===== src/rtl/mc_pricing_engine.sv =====
// mc_pricing_engine: Monte Carlo GBM option pricer, 2^LOG2_PATHS paths of a configurable step count, mean call/put payoff.
module mc_pricing_engine #(
  parameter int CFG_W      = 16,
  parameter int EPS_W      = 13,
  parameter int PRICE_W    = 16,
  parameter int FRAC       = 10,
  parameter int LOG2_PATHS = 8,
  parameter int MAX_STEPS  = 16
) (
  input  logic                    clk,
  input  logic                    rst_n,
  input  logic                    cfg_we,
  input  logic [2:0]              cfg_addr,
  input  logic [CFG_W-1:0]        cfg_data,
  input  logic                    start,
  input  logic signed [EPS_W-1:0] eps,
  input  logic                    eps_valid,
  output logic                    eps_ready,
  output logic                    busy,
  output logic                    done,
  output logic [PRICE_W-1:0]      price
);
  localparam int SW = $clog2(MAX_STEPS) + 1;
  localparam int CW = FRAC + 2;
  localparam int PW = CW + 1 + EPS_W;
  localparam int FW = PW - FRAC;
  localparam int MW = PRICE_W + FW;
  localparam int AW = PRICE_W + LOG2_PATHS;
  localparam logic [SW-1:0] MAXS = SW'(MAX_STEPS);
  typedef enum logic [2:0] {IDLE, EPS, UPD, PAY, FIN} state_t;
  state_t state_q, state_d;
  logic [PRICE_W-1:0] s0_q, s0_d, k_q, k_d, s_q, s_d, price_q, price_d;
  logic [CW-1:0] w_q, w_d, q_q, q_d;
  logic [SW-1:0] steps_q, steps_d, step_q, step_d, sraw, steps_in, step_inc;
  logic mode_q, mode_d, busy_q, busy_d, done_q, done_d, eps_ready_q, eps_ready_d, cfg_ok;
  logic [LOG2_PATHS-1:0] path_q, path_d;
  logic [AW-1:0] acc_q, acc_d, acc_sum;
  logic [FW-1:0] factor_q, factor_d;
  logic signed [PW-1:0] prod;
  logic signed [FW:0] fsum;
  logic [MW-1:0] scaled;
  logic [PRICE_W-1:0] s_next, payoff;
  assign cfg_ok   = cfg_we && (state_q == IDLE);
  assign sraw     = cfg_data[SW-1:0];
  assign steps_in = (sraw == '0 || sraw > MAXS) ? MAXS : sraw;
  assign step_inc = step_q + SW'(1);
  // factor = w + (q*eps)>>>FRAC; fits FW+1 signed bits for any Q2.10 w/q and Q3.10 eps
  assign prod     = PW'($signed({1'b0, q_q})) * PW'(eps);
  assign fsum     = (FW+1)'($signed({1'b0, w_q})) + (FW+1)'(prod >>> FRAC);
  assign scaled   = (MW'(s_q) * MW'(factor_q)) >> FRAC;
  assign s_next   = |scaled[MW-1:PRICE_W] ? '1 : scaled[PRICE_W-1:0];
  assign payoff   = mode_q ? ((k_q > s_q) ? k_q - s_q : '0) : ((s_q > k_q) ? s_q - k_q : '0);
  assign acc_sum  = acc_q + AW'(payoff);
  always_comb begin
    s0_d     = (cfg_ok && cfg_addr == 3'd0) ? cfg_data[PRICE_W-1:0] : s0_q;
    k_d      = (cfg_ok && cfg_addr == 3'd1) ? cfg_data[PRICE_W-1:0] : k_q;
    w_d      = (cfg_ok && cfg_addr == 3'd2) ? cfg_data[CW-1:0] : w_q;
    q_d      = (cfg_ok && cfg_addr == 3'd3) ? cfg_data[CW-1:0] : q_q;
    steps_d  = (cfg_ok && cfg_addr == 3'd4) ? steps_in : steps_q;
    mode_d   = (cfg_ok && cfg_addr == 3'd5) ? cfg_data[0] : mode_q;
    state_d  = state_q;
    s_d      = s_q;
    step_d   = step_q;
    path_d   = path_q;
    acc_d    = acc_q;
    factor_d = factor_q;
    price_d  = price_q;
    unique case (state_q)
      IDLE: if (start) begin
        state_d = EPS;
        s_d     = s0_d;
        step_d  = '0;
        path_d  = '0;
        acc_d   = '0;
      end
      EPS: if (eps_valid) begin
        factor_d = fsum[FW] ? '0 : fsum[FW-1:0];
        state_d  = UPD;
      end
      UPD: begin
        s_d     = s_next;
        step_d  = step_inc;
        state_d = (step_inc == steps_q) ? PAY : EPS;
      end
      PAY: begin
        acc_d = acc_sum;
        if (&path_q) begin
          state_d = FIN;
          price_d = acc_sum[AW-1:LOG2_PATHS];
        end else begin
          path_d  = path_q + LOG2_PATHS'(1);
          s_d     = s0_q;
          step_d  = '0;
          state_d = EPS;
        end
      end
      FIN: state_d = IDLE;
      default: state_d = IDLE;
    endcase
    busy_d      = state_d != IDLE;
    done_d      = state_d == FIN;
    eps_ready_d = state_d == EPS;
  end
  always_ff @(posedge clk) begin
    if (!rst_n) begin
      state_q     <= IDLE;
      s0_q        <= '0;
      k_q         <= '0;
      w_q         <= CW'(1 << FRAC);
      q_q         <= '0;
      steps_q     <= SW'(1);
      mode_q      <= 1'b0;
      s_q         <= '0;
      step_q      <= '0;
      path_q      <= '0;
      acc_q       <= '0;
      factor_q    <= '0;
      price_q     <= '0;
      busy_q      <= 1'b0;
      done_q      <= 1'b0;
      eps_ready_q <= 1'b0;
    end else begin
      state_q     <= state_d;
      s0_q        <= s0_d;
      k_q         <= k_d;
      w_q         <= w_d;
      q_q         <= q_d;
      steps_q     <= steps_d;
      mode_q      <= mode_d;
      s_q         <= s_d;
      step_q      <= step_d;
      path_q      <= path_d;
      acc_q       <= acc_d;
      factor_q    <= factor_d;
      price_q     <= price_d;
      busy_q      <= busy_d;
      done_q      <= done_d;
      eps_ready_q <= eps_ready_d;
    end
  end
  assign eps_ready = eps_ready_q;
  assign busy      = busy_q;
  assign done      = done_q;
  assign price     = price_q;
endmodule


===== config.mk =====
export PLATFORM = sky130hd
export DESIGN_NAME = mc_pricing_engine
export DESIGN_NICKNAME = d
export VERILOG_FILES = /design/src/rtl/mc_pricing_engine.sv
export SDC_FILE = /design/constraint.sdc
export NUM_CORES = 1
export LEC_CHECK = 0
export CAP_MARGIN = 20
export CORE_MARGIN = 1
export CORE_UTILIZATION = 41
export DETAILED_ROUTE_END_ITERATION = 12
export GPL_TIMING_DRIVEN = 0
export SYNTH_ARGS = -nofsm -noshare
export SYNTH_HDL_FRONTEND = slang
export SYNTH_SLANG_ARGS = --single-unit

===== constraint.sdc =====
create_clock -name clk -period 14.8 [get_ports clk]
set_clock_uncertainty 0.1 [all_clocks]
set_input_delay 2.22 -clock clk [delete_from_list [all_inputs] [get_ports clk]]
set_output_delay 2.22 -clock clk [all_outputs]
set_load 0.01 [all_outputs]

==> results of run 1 <==
cells by family after synthesis:
logic type / synth area share
XOR/XNOR: 0.0321
adder cells (fa/ha/maj): 0.411
AO/OA/AOI/OAI: 0.124
AND/OR/NAND/NOR: 0.191
flip-flops: 0.135
multiplexers: 0.0182
buffers and inverters: 0.0886
worst paths after layout:
kind                             start                         to  slack, ns  cells after the start
hold / removal     s0_q[11]$_SDFF_PN0_        s0_q[11]$_SDFF_PN0_       0.36                      2
setup reg to reg  s_q[10]$_SDFFE_PN0P_        s_q[7]$_SDFFE_PN0P_       6.29                     21
setup / recovery                eps[3]  factor_q[10]$_SDFFE_PN0P_       4.69                     30
hold reg to reg    s0_q[11]$_SDFF_PN0_        s0_q[11]$_SDFF_PN0_       0.36                      2
power groups by stage:
stage	Sequential, mW	Combinational [mW]	Clock, mW
3_3_place_gp	0.456	0.477	0
6_report	0.448	0.489	0.473
3_5_place_dp	0.457	0.484	0
5_1_grt	0.449	0.543	0.496
4_1_cts	0.447	0.488	0.479
2_1_floorplan	0.441	0.348	0
stage by stage:
| step | setup WS (ns) | power (mW) | std cells | utilization | hold WS (ns) |
|---|---|---|---|---|---|
| after detailed placement | 4.30 | 0.940 | 3385 | 0.443 | 0.345 |
| final | 4.69 | 1.41 | 3418 | 0.455 | 0.358 |
| after floorplan | 5.52 | 0.789 | 2636 | - | 0.332 |
| after global placement | 4.34 | 0.934 | 3385 | 0.443 | 0.342 |
| after CTS | 4.72 | 1.41 | 3417 | 0.455 | 0.355 |
| after global routing | 4.13 | 1.49 | 3417 | 0.455 | 0.376 |
worst min-delay path: cells and delay by family, from the launching register on:
kind	cells	cell delay, ns
DFF	1	0.31
and+or+nand+nor	1	0.05
AOI/OAI and AO/OA	1	0.05
layout make-up:
class | count | share of cell area
antenna | 1 | 0.000101
clock buffer | 18 | 0.0178
sequential | 153 | 0.124
buffer | 121 | 0.0190
clock inverter | 14 | 0.00771
inverter | 410 | 0.0624
timing repair buffer | 53 | 0.0215
multi-input combinational | 1952 | 0.712
tap | 696 | 0.0353
cell usage after synthesis, types with 3 or more instances:
library cell	instances	share of area
a211o_1	7	0.0027
a211oi_1	9	0.0030
a21boi_0	31	0.010
a21o_1	43	0.014
a21oi_1	113	0.025
a221oi_1	13	0.0050
a22o_1	18	0.0070
a22oi_1	12	0.0040
a311oi_1	4	0.0015
a31oi_1	17	0.0047
and2_1	207	0.057
and3_1	12	0.0033
buf_2	5	0.0011
clkbuf_1	113	0.019
dfxtp_1	153	0.14
fa_1	306	0.27
ha_1	254	0.14
inv_1	410	0.068
mux2i_1	39	0.017
nand2_1	318	0.053
nand2b_1	21	0.0058
nand3_1	50	0.011
nand3b_1	6	0.0020
nand4_1	13	0.0036
nor2_1	72	0.012
nor2b_1	80	0.022
nor3_1	40	0.0088
nor3b_1	5	0.0017
o211ai_1	5	0.0017
o21a_1	10	0.0033
o21ai_0	59	0.013
o21ai_1	3	0.00066
o21ba_2	4	0.0018
o21bai_1	5	0.0017
o221ai_1	19	0.0073
o22a_1	9	0.0035
o22ai_1	3	0.00083
o41ai_1	3	0.0012
or2_2	7	0.0019
or3_1	10	0.0028
xnor2_1	56	0.022
xor2_1	27	0.010
sequential cells by signal, summed over array words and instances (netlist names):
signal / flops
acc_q: 24
busy: 1
done: 1
eps_ready: 1
factor_q: 16
k_q: 16
mode_q: 1
path_q: 8
price: 16
q_q: 12
s0_q: 16
s_q: 16
state_q: 3
step_q: 5
steps_q: 5
w_q: 12
metal layers:
| metal | global-route usage | wire (um) | vias to the layer above | share of wire |
|---|---|---|---|---|
| met3 | 0.0286 | 3340 | 85 | 0.052 |
| met1 | 0.315 | 28600 | 9114 | 0.45 |
| met5 | 0 | 0 | - | 0 |
| met2 | 0.398 | 30400 | 483 | 0.48 |
| li1 | - | - | 8657 | - |
| met4 | 0.0643 | 1500 | 0 | 0.024 |
layout by cell type (no fill, tap or decap), drive strengths merged, types with 8 or more instances in the layout:
cell type        n
nand2b          21
xnor2           56
nand3           50
or2              9
inv            414
a211oi          11
buf              8
o22a             9
nor2            72
xor2            27
clkbuf         131
o221ai          19
nand4           13
a31oi           17
or3             10
dfxtp          153
a22o            18
clkdlybuf4s50   53
a221oi          13
a21oi          115
o21a            10
a22oi           12
nor3            42
mux2i           39
and3            12
fa             306
a21o            43
nand2          318
a21boi          32
nor2b           80
and2           207
ha             254
o21ai           62
==> results by group, run 1 <==
Placement
  • Placed wire-length estimate: 51.8 mm
  • # port buffers: 53
  • Post-DP Area: 24000 um2
  • Routability cong.: 0.865

Pwr
  • Seq pwr share: 0.318
  • LEAKAGE: 11.6 nW
  • Comb power frac: 0.347
  • Int Power: between 0.8 and 0.9 mW
  • NetSw: 0.525 mW
  • Cell Pwr Density: 57.2 nW/um2
  • Clk network pwr share: 0.335
  • Switch share: 0.372
  • Maximum VDD drop: between 0.08 and 0.09 mV

Clock network
  • Clock transition at path regs: 0.07 ns
  • # H-tree levels: 4
  • Root Buffer: clkbuf_16
  • Post_cts resized: 0
  • Post-CTS setup buffer count: 0
  • CTS Sinks: 153
  • Clk buf depth: 2
  • Clk_lat worst skew: 0.44 ns
  • CTS tree: built
  • # hold bufs at CTS: 0
  • CTS Buf Count: 17

Cells and area
  • Area occupied by multi-input gates: about 18000 um2
  • Final-stage net count: 3305
  • Fill cells: 5308
  • Area Overhead vs Synth: 8.98%
  • Layout cell share with drive strength beyond 1: 0.0246
  • Final instance area: 24700 um2
  • Sequential cell area: 3060 um2

Floorplan
  • Die ar.: 56200 um2
  • Core area: 54200 um2
  • Initial Utilization: 0.417
  • Die W: 237 um
  • Vert. Die Dim: 237 um
  • I/O pin count: 56
  • Floorplan row count: between 80 and 90

Timing
  • Fin crit period: 10.11 ns
  • Tcrit/Tclk final: 0.683
  • Setup TNS Final: 0 ns
  • Fin. max-slew vios: 0
  • Max frequency: 98.9 MHz
  • Rel. slew slack: 0.307
  • RSZ-0062 raised after global routing: false
  • # setup viols final: 0
  • Least-Margin Pin Slew: between 1 and 1.5 ns
  • Final hold violations: 0

Synthesis
  • Part of the Yosys area used for sequential elements: 0.135
  • Mapped Nets: 3233
  • Mapped Cells: roughly 2600
  • Flops & latches, synth: between 150 and 200
  • Synth warn: 0
  • EDFF count, synth: 0
  • Main synth FF type: dfxtp_1
  • Distinct cell type count after synthesis: 73
  • Post-Syn Area per Cell: 8.59 um2
  • Async SR Flop Fraction: 0
  • Mapped cell area: 22600 um2

Global routing
  • First-pass GRT wire length: between 100 and 150 mm
  • Total track usage: 0.235
  • Vias in the first global route: roughly 19000
  • Initial antenna violation count: 0
  • Congestion Overflow GR: 0
  • Largest net degree at the start of global routing: 17

Outcome
  • Status: finished clean

Drt
  • Total detailed-routing wirelength: 63.8 mm
  • Post-DR vias/cell: 5.37
  • Starting DRT DRC Count: 1090
  • Post-route antenna net violation count: 0
  • Number of remaining DRC errors: 0
  • Via count: roughly 18000
  • Drt wl/cell: 18.7 um
  • Drt first pass iters: 6

Critical path
  • Worst path max stage delay: 0.53 ns
  • Critical path's most frequent cell: fa_1
  • Worst EP arrival: between 10 and 15 ns
  • Delay-heaviest family, CP: adder cells
  • WP data required: 15.03 ns
  • Worst Path Max Fanout: 10
  • Bufs and invs on worst path: 7
  • Startpoint type of the worst setup path: input pin
  • WS Path Type: in2reg
  • Crit end category: register
  • Max stage delay cell, worst path: fa_1

Hold path
  • Worst hold path type: reg2reg

Flow run
  • Max-cap violations: 0
Note: power is estimated with default switching activity, not from simulation.
==> inputs of run 2 (changes only) <==
clock period = 9.1 ns   (was 14.8 ns; I/O delays follow)
==> results by group, run 2 (same netlist as run 1, synthesis figures left out) <==
Clock network
  • Clk_lat worst skew: 0.44 ns (about the same)
  • # H-tree levels: 4 (unchanged)
  • CTS Buf Count: 17 (unchanged)
  • Clock transition at path regs: 0.07 ns (about the same)
  • CTS tree: built
  • Root Buffer: clkbuf_16
  • CTS Sinks: 153 (unchanged)
  • Clk buf depth: 2 (unchanged)
  • # hold bufs at CTS: 0 (unchanged)

Critical path
  • WP data required: 9.32 ns (-5.71 ns)
  • Reg2reg setup slack: 0.59 ns (-5.70 ns)
  • Critical R2R Launch: s_q[10]$_SDFFE_PN0P_
  • Startpoint type of the worst setup path: input pin
  • Critical path's most frequent cell: fa_1
  • Max stage delay cell, worst path: fa_1
  • Worst path max stage delay: 0.52 ns (about the same)
  • Crit end category: register
  • Worst Path Max Fanout: 10 (unchanged)
  • Crit path from: eps[1]
  • Worst EP arrival: 9.07 ns (-1.27 ns)
  • Bufs and invs on worst path: 7 (unchanged)
  • WS Path Type: in2reg
  • Delay-heaviest family, CP: adder cells

Drt
  • Via count: 18400 (+0.34%)
  • Post-route antenna net violation count: 0 (unchanged)
  • Drt wl/cell: 18.7 um (+0.32%)
  • Starting DRT DRC Count: 1150 (+5.5%)
  • Total detailed-routing wirelength: 64.1 mm (+0.44%)
  • Number of remaining DRC errors: 0 (unchanged)
  • Drt first pass iters: 5 (-1)
  • Post-DR vias/cell: 5.38 (+0.23%)

Global routing
  • Congestion Overflow GR: 0 (unchanged)
  • GR Layer Usage met1: 0.315 (about the same)
  • Total track usage: 0.235 (about the same)
  • Met2 usage: 0.398 (about the same)
  • Initial antenna violation count: 0 (unchanged)
  • Vias in the first global route: 19100 (+0.031%)
  • GR Util met3: 0.0286 (unchanged)
  • Largest net degree at the start of global routing: 17 (unchanged)
  • First-pass GRT wire length: 103 mm (about the same)
  • GRT busiest layer: met2

Timing
  • # setup viols final: 0 (unchanged)
  • Setup TNS Final: 0 ns (unchanged)
  • Fin crit period: 8.85 ns
  • Rel. slew slack: 0.319 (+0.0123)
  • Final hold violations: 0 (unchanged)
  • Fin. max-slew vios: 0 (unchanged)
  • Least-Margin Pin Slew: 1.02 ns (-0.0184 ns)
  • Final worst slack: 0.254 ns (-4.44 ns)
  • Max frequency: between 100 and 150 MHz
  • Tcrit/Tclk final: 0.972

Placement
  • Placed wire-length estimate: 51.8 mm (unchanged)
  • # port buffers: 53 (unchanged)
  • Routability cong.: 0.865 (unchanged)
  • Pre-CTS setup slack: -0.544 ns (-4.85 ns)
  • Placed Cells: 3385 (unchanged)

Floorplan
  • Die W: 237 um (unchanged)
  • Core area: 54200 um2 (unchanged)
  • Floorplan row count: 85 (unchanged)
  • I/O pin count: 56 (unchanged)
  • Initial Utilization: 0.417 (unchanged)
  • Die ar.: 56200 um2 (unchanged)
  • Vert. Die Dim: 237 um (unchanged)

Cells and area
  • Final-stage net count: 3309 (+0.12%)
  • Commonest non-fill, non-tap cell in the layout: inv_1
  • Max reg flops: 24 (unchanged)
  • Filler-free cell count of the finished design: 3422 (+0.12%)
  • Commonest cells after routing, fill and taps aside: inv_1, nand2_1, fa_1
  • Layout cell share with drive strength beyond 1: 0.0338 (+0.00914)
  • Reg with most FFs: acc_q
  • Area Overhead vs Synth: 9.59%

Pwr
  • Maximum VDD drop: 0.130 mV (+61%)
  • LEAKAGE: 11.7 nW (+0.65%)
  • Cell Pwr Density: 92.9 nW/um2 (+63%)

Outcome
  • Status: finished clean

Hold path
  • Hold path start: s0_q[11]$_SDFF_PN0_
  • Worst hold path type: reg2reg

Flow run
  • Max-cap violations: 0 (unchanged)
## run 2: timing repair
item,in CTS,in global routing
pin swaps,1,6
endpoints found under the setup margin,13,16
buffers inserted,1,3
gates resized for setup,4,32
## run 2: worst min-delay path: cells and delay by family (launching register included)
kind,cells,cell delay (ns)
flip-flops,1,0.31
AND/OR/NAND/NOR,1,0.05
AO/OA/AOI/OAI,1,0.05
## run 2: area by class of cell
cell class	count	area [um2]
Antenna cell	1	2.50
Clock buffer	18	439
Fill cell	5293	29400
Clock inverter	14	190
Sequential cell	153	3060
Buffer	121	482
Multi-Input combinational cell	1952	17700
Inverter	410	1540
Tap cell	696	871
Timing Repair Buffer	57	563
## run 2: through the flow
step	hold WS, ns	cell area (um2)	utilization	power [mW]
after floorplan	0.332	22600	-	1.28
after global placement	0.342	24000	0.443	1.52
after detailed placement	0.345	24000	0.443	1.53
after CTS	0.355	24700	0.455	2.30
after global routing	0.376	24800	0.457	2.43
final	0.359	24800	0.458	2.30
## run 2: report_power, final
part	switching, mW	internal (mW)
logic	0.497	0.312
clock network	0.320	0.447
registers	0.0422	0.686
## run 2: path summary, 6_finish.rpt
path / endpoint / cells after the start
min: s0_q[11]$_SDFF_PN0_ / 2
max: factor_q[10]$_SDFFE_PN0P_ / 30
max reg2reg: s_q[7]$_SDFFE_PN0P_ / 21
min reg2reg: s0_q[11]$_SDFF_PN0_ / 2
## run 2: layer usage
metal  routed length, um  vias to the layer above
met4                1520                        0
met5                   0                        -
met2               30600                      475
li1                    -                     8670
met3                3380                       86
met1               28600                     9171
==> inputs of run 3 (changes only) <==
CORE_MARGIN = default   (was 1)
clock period = 9.6 ns   (was 9.1 ns; I/O delays follow)
==> results by group, run 3 (same netlist as run 1, synthesis figures left out) <==
Outcome
  • Status: finished clean

Critical path
  • Startpoint type of the worst setup path: input pin
  • WP data required: 9.88 ns (+0.56 ns)
  • Max stage delay cell, worst path: or4b_2
  • Critical path's most frequent cell: fa_1
  • RR Endpoint: s_q[7]$_SDFFE_PN0P_
  • Reg2reg setup slack: 1.09 ns (+0.50 ns)
  • WS Path Type: in2reg
  • Worst Path Max Fanout: 10 (unchanged)
  • Crit end category: register
  • Critical R2R Launch: s_q[10]$_SDFFE_PN0P_
  • Worst path max stage delay: 0.64 ns (+0.12 ns)
  • Worst EP arrival: 9.50 ns (+0.43 ns)
  • Worst r2r path cells: 21 (unchanged)

Drt
  • Total detailed-routing wirelength: 63.9 mm (-0.39%)
  • Post-route antenna net violation count: 0 (unchanged)
  • Drt wl/cell: 18.7 um (-0.27%)
  • Starting DRT DRC Count: 1179 (+2.5%)
  • Number of remaining DRC errors: 0 (unchanged)
  • Drt first pass iters: 5 (unchanged)
  • Via count: 18400 (+0.14%)
  • Post-DR vias/cell: 5.39 (+0.25%)

Pwr
  • Cell Pwr Density: 88.2 nW/um2 (-5.1%)
  • Comb power frac: 0.348 (-0.003)
  • NetSw: 0.811 mW (-5.6%)
  • Maximum VDD drop: 0.123 mV (-5.4%)
  • Seq pwr share: 0.317 (about the same)
  • LEAKAGE: 11.7 nW (-0.51%)
  • Switch share: 0.372 (about the same)
  • Clk network pwr share: 0.335 (+0.002)
  • Int Power: 1.37 mW (-5.5%)

Clock network
  • # H-tree levels: 4 (unchanged)
  • CTS tree: built
  • Clock transition at path regs: 0.07 ns (about the same)
  • CTS Buf Count: 17 (unchanged)
  • Root Buffer: clkbuf_16
  • Clk_lat worst skew: 0.44 ns (about the same)
  • # hold bufs at CTS: 0 (unchanged)
  • Clk buf depth: 2 (unchanged)
  • CTS Sinks: 153 (unchanged)

Timing
  • RSZ-0062 raised after global routing: false
  • Tcrit/Tclk final: 0.960
  • Fin crit period: 9.22 ns
  • # setup viols final: 0 (unchanged)
  • Final worst slack: 0.381 ns (+0.127 ns)
  • Max frequency: 108 MHz
  • Final hold violations: 0 (unchanged)
  • Rel. slew slack: 0.312 (-0.00756)
  • Least-Margin Pin Slew: 1.03 ns (+0.0113 ns)
  • Fin. max-slew vios: 0 (unchanged)

Cells and area
  • Area Overhead vs Synth: 9.06%
  • Commonest non-fill, non-tap cell in the layout: inv_1
  • Reg with most FFs: acc_q
  • Commonest cells after routing, fill and taps aside: inv_1, nand2_1, fa_1
  • Max reg flops: 24 (unchanged)
  • Layout cell share with drive strength beyond 1: 0.0265 (-0.00731)
  • Final instance area: 24700 um2 (-0.49%)
  • Inserted Diodes: 0 (-1)
  • Final-stage net count: 3306 (-0.091%)

Floorplan
  • Floorplan row count: 85 (unchanged)
  • Die W: 237 um (unchanged)
  • Die ar.: 56200 um2 (unchanged)
  • I/O pin count: 56 (unchanged)
  • Core area: 54200 um2 (unchanged)
  • Vert. Die Dim: 237 um (unchanged)
  • Initial Utilization: 0.417 (unchanged)

Hold path
  • Hold Path End: price[2]$_SDFFE_PN0P_
  • Worst hold path type: reg2reg
  • Hold path start: price[2]$_SDFFE_PN0P_
  • Worst hold path cell count: 2 (unchanged)

Global routing
  • Total track usage: 0.235 (about the same)
  • First-pass GRT wire length: 103 mm (about the same)
  • Initial antenna violation count: 0 (unchanged)
  • Vias in the first global route: 19100 (-0.031%)
  • Congestion Overflow GR: 0 (unchanged)
  • Largest net degree at the start of global routing: 17 (unchanged)

Flow run
  • Max-cap violations: 0 (unchanged)

Placement
  • Routability cong.: 0.865 (unchanged)
  • Placed wire-length estimate: 51.8 mm (unchanged)
  • Post-DP Area: 24000 um2 (unchanged)
  • # port buffers: 53 (unchanged)
  • Pre-CTS setup slack: -0.119 ns (+0.425 ns)
run 3: per-stage QoR:
stage / setup TNS [ns] / util / instances / total power [mW] / hold slack, ns
after floorplan: 0 / - / 2636 / 1.22 / 0.332
after global placement: -0.820 / 0.443 / 3385 / 1.44 / 0.342
after detailed placement: -1.19 / 0.443 / 3385 / 1.45 / 0.345
after CTS: 0 / 0.455 / 3417 / 2.18 / 0.355
after global routing: 0 / 0.455 / 3418 / 2.29 / 0.376
final: 0 / 0.455 / 3418 / 2.18 / 0.362
run 3: power by group through the flow:
| stage | Clock, mW | Combinational (mW) | Sequential [mW] |
|---|---|---|---|
| floorplan | 0 | 0.536 | 0.679 |
| global placement | 0 | 0.736 | 0.704 |
| detailed placement | 0 | 0.745 | 0.704 |
| CTS | 0.739 | 0.752 | 0.690 |
| global route | 0.764 | 0.839 | 0.692 |
| finish | 0.729 | 0.758 | 0.691 |
run 3: critical path: cells and delay by family:
kind / cells / cell delay (ns)
compound gates: 10 / 2.28
xor+xnor: 2 / 0.42
fa+ha+maj: 8 / 3.37
buf+inv: 6 / 0.91
simple gates: 5 / 1.05
run 3: cell type report:
class	count	area, um2
inverters	410	1540
well taps	696	871
flip-flops and latches	153	3060
fillers	5308	29500
plain buffers	121	470
repair buffers	54	538
clock inverters	14	190
multi-input cells	1952	17600
clock buffers	18	439
run 3: per-layer routing:
metal / share of wire / routed length [um] / GRT usage / vias to the layer above
li1: - / - / - / 8659
met1: 0.45 / 28600 / 0.315 / 9165
met2: 0.47 / 30200 / 0.398 / 521
met3: 0.055 / 3540 / 0.0286 / 82
met4: 0.024 / 1520 / 0.0643 / 0
met5: 0 / 0 / 0 / -
run 3: how the worst max path moves through the flow:
stage	startpoint	to	slack (ns)	cells after the start
2_1_floorplan	eps[3]	factor_q[10]$_SDFFE_PN0P_	1.10	29
3_3_place_gp	eps[3]	factor_q[9]$_SDFFE_PN0P_	-0.08	30
3_5_place_dp	eps[3]	factor_q[6]$_SDFFE_PN0P_	-0.12	30
4_1_cts	eps[3]	factor_q[10]$_SDFFE_PN0P_	0.30	30
5_1_grt	eps[3]	factor_q[8]$_SDFFE_PN0P_	0.005	30
6_report	eps[3]	factor_q[13]$_SDFFE_PN0P_	0.38	31
run 3: what timing repair did:
item	in CTS	in global routing
resized for setup	0	7
buffers inserted	0	1
setup endpoints to repair	0	15
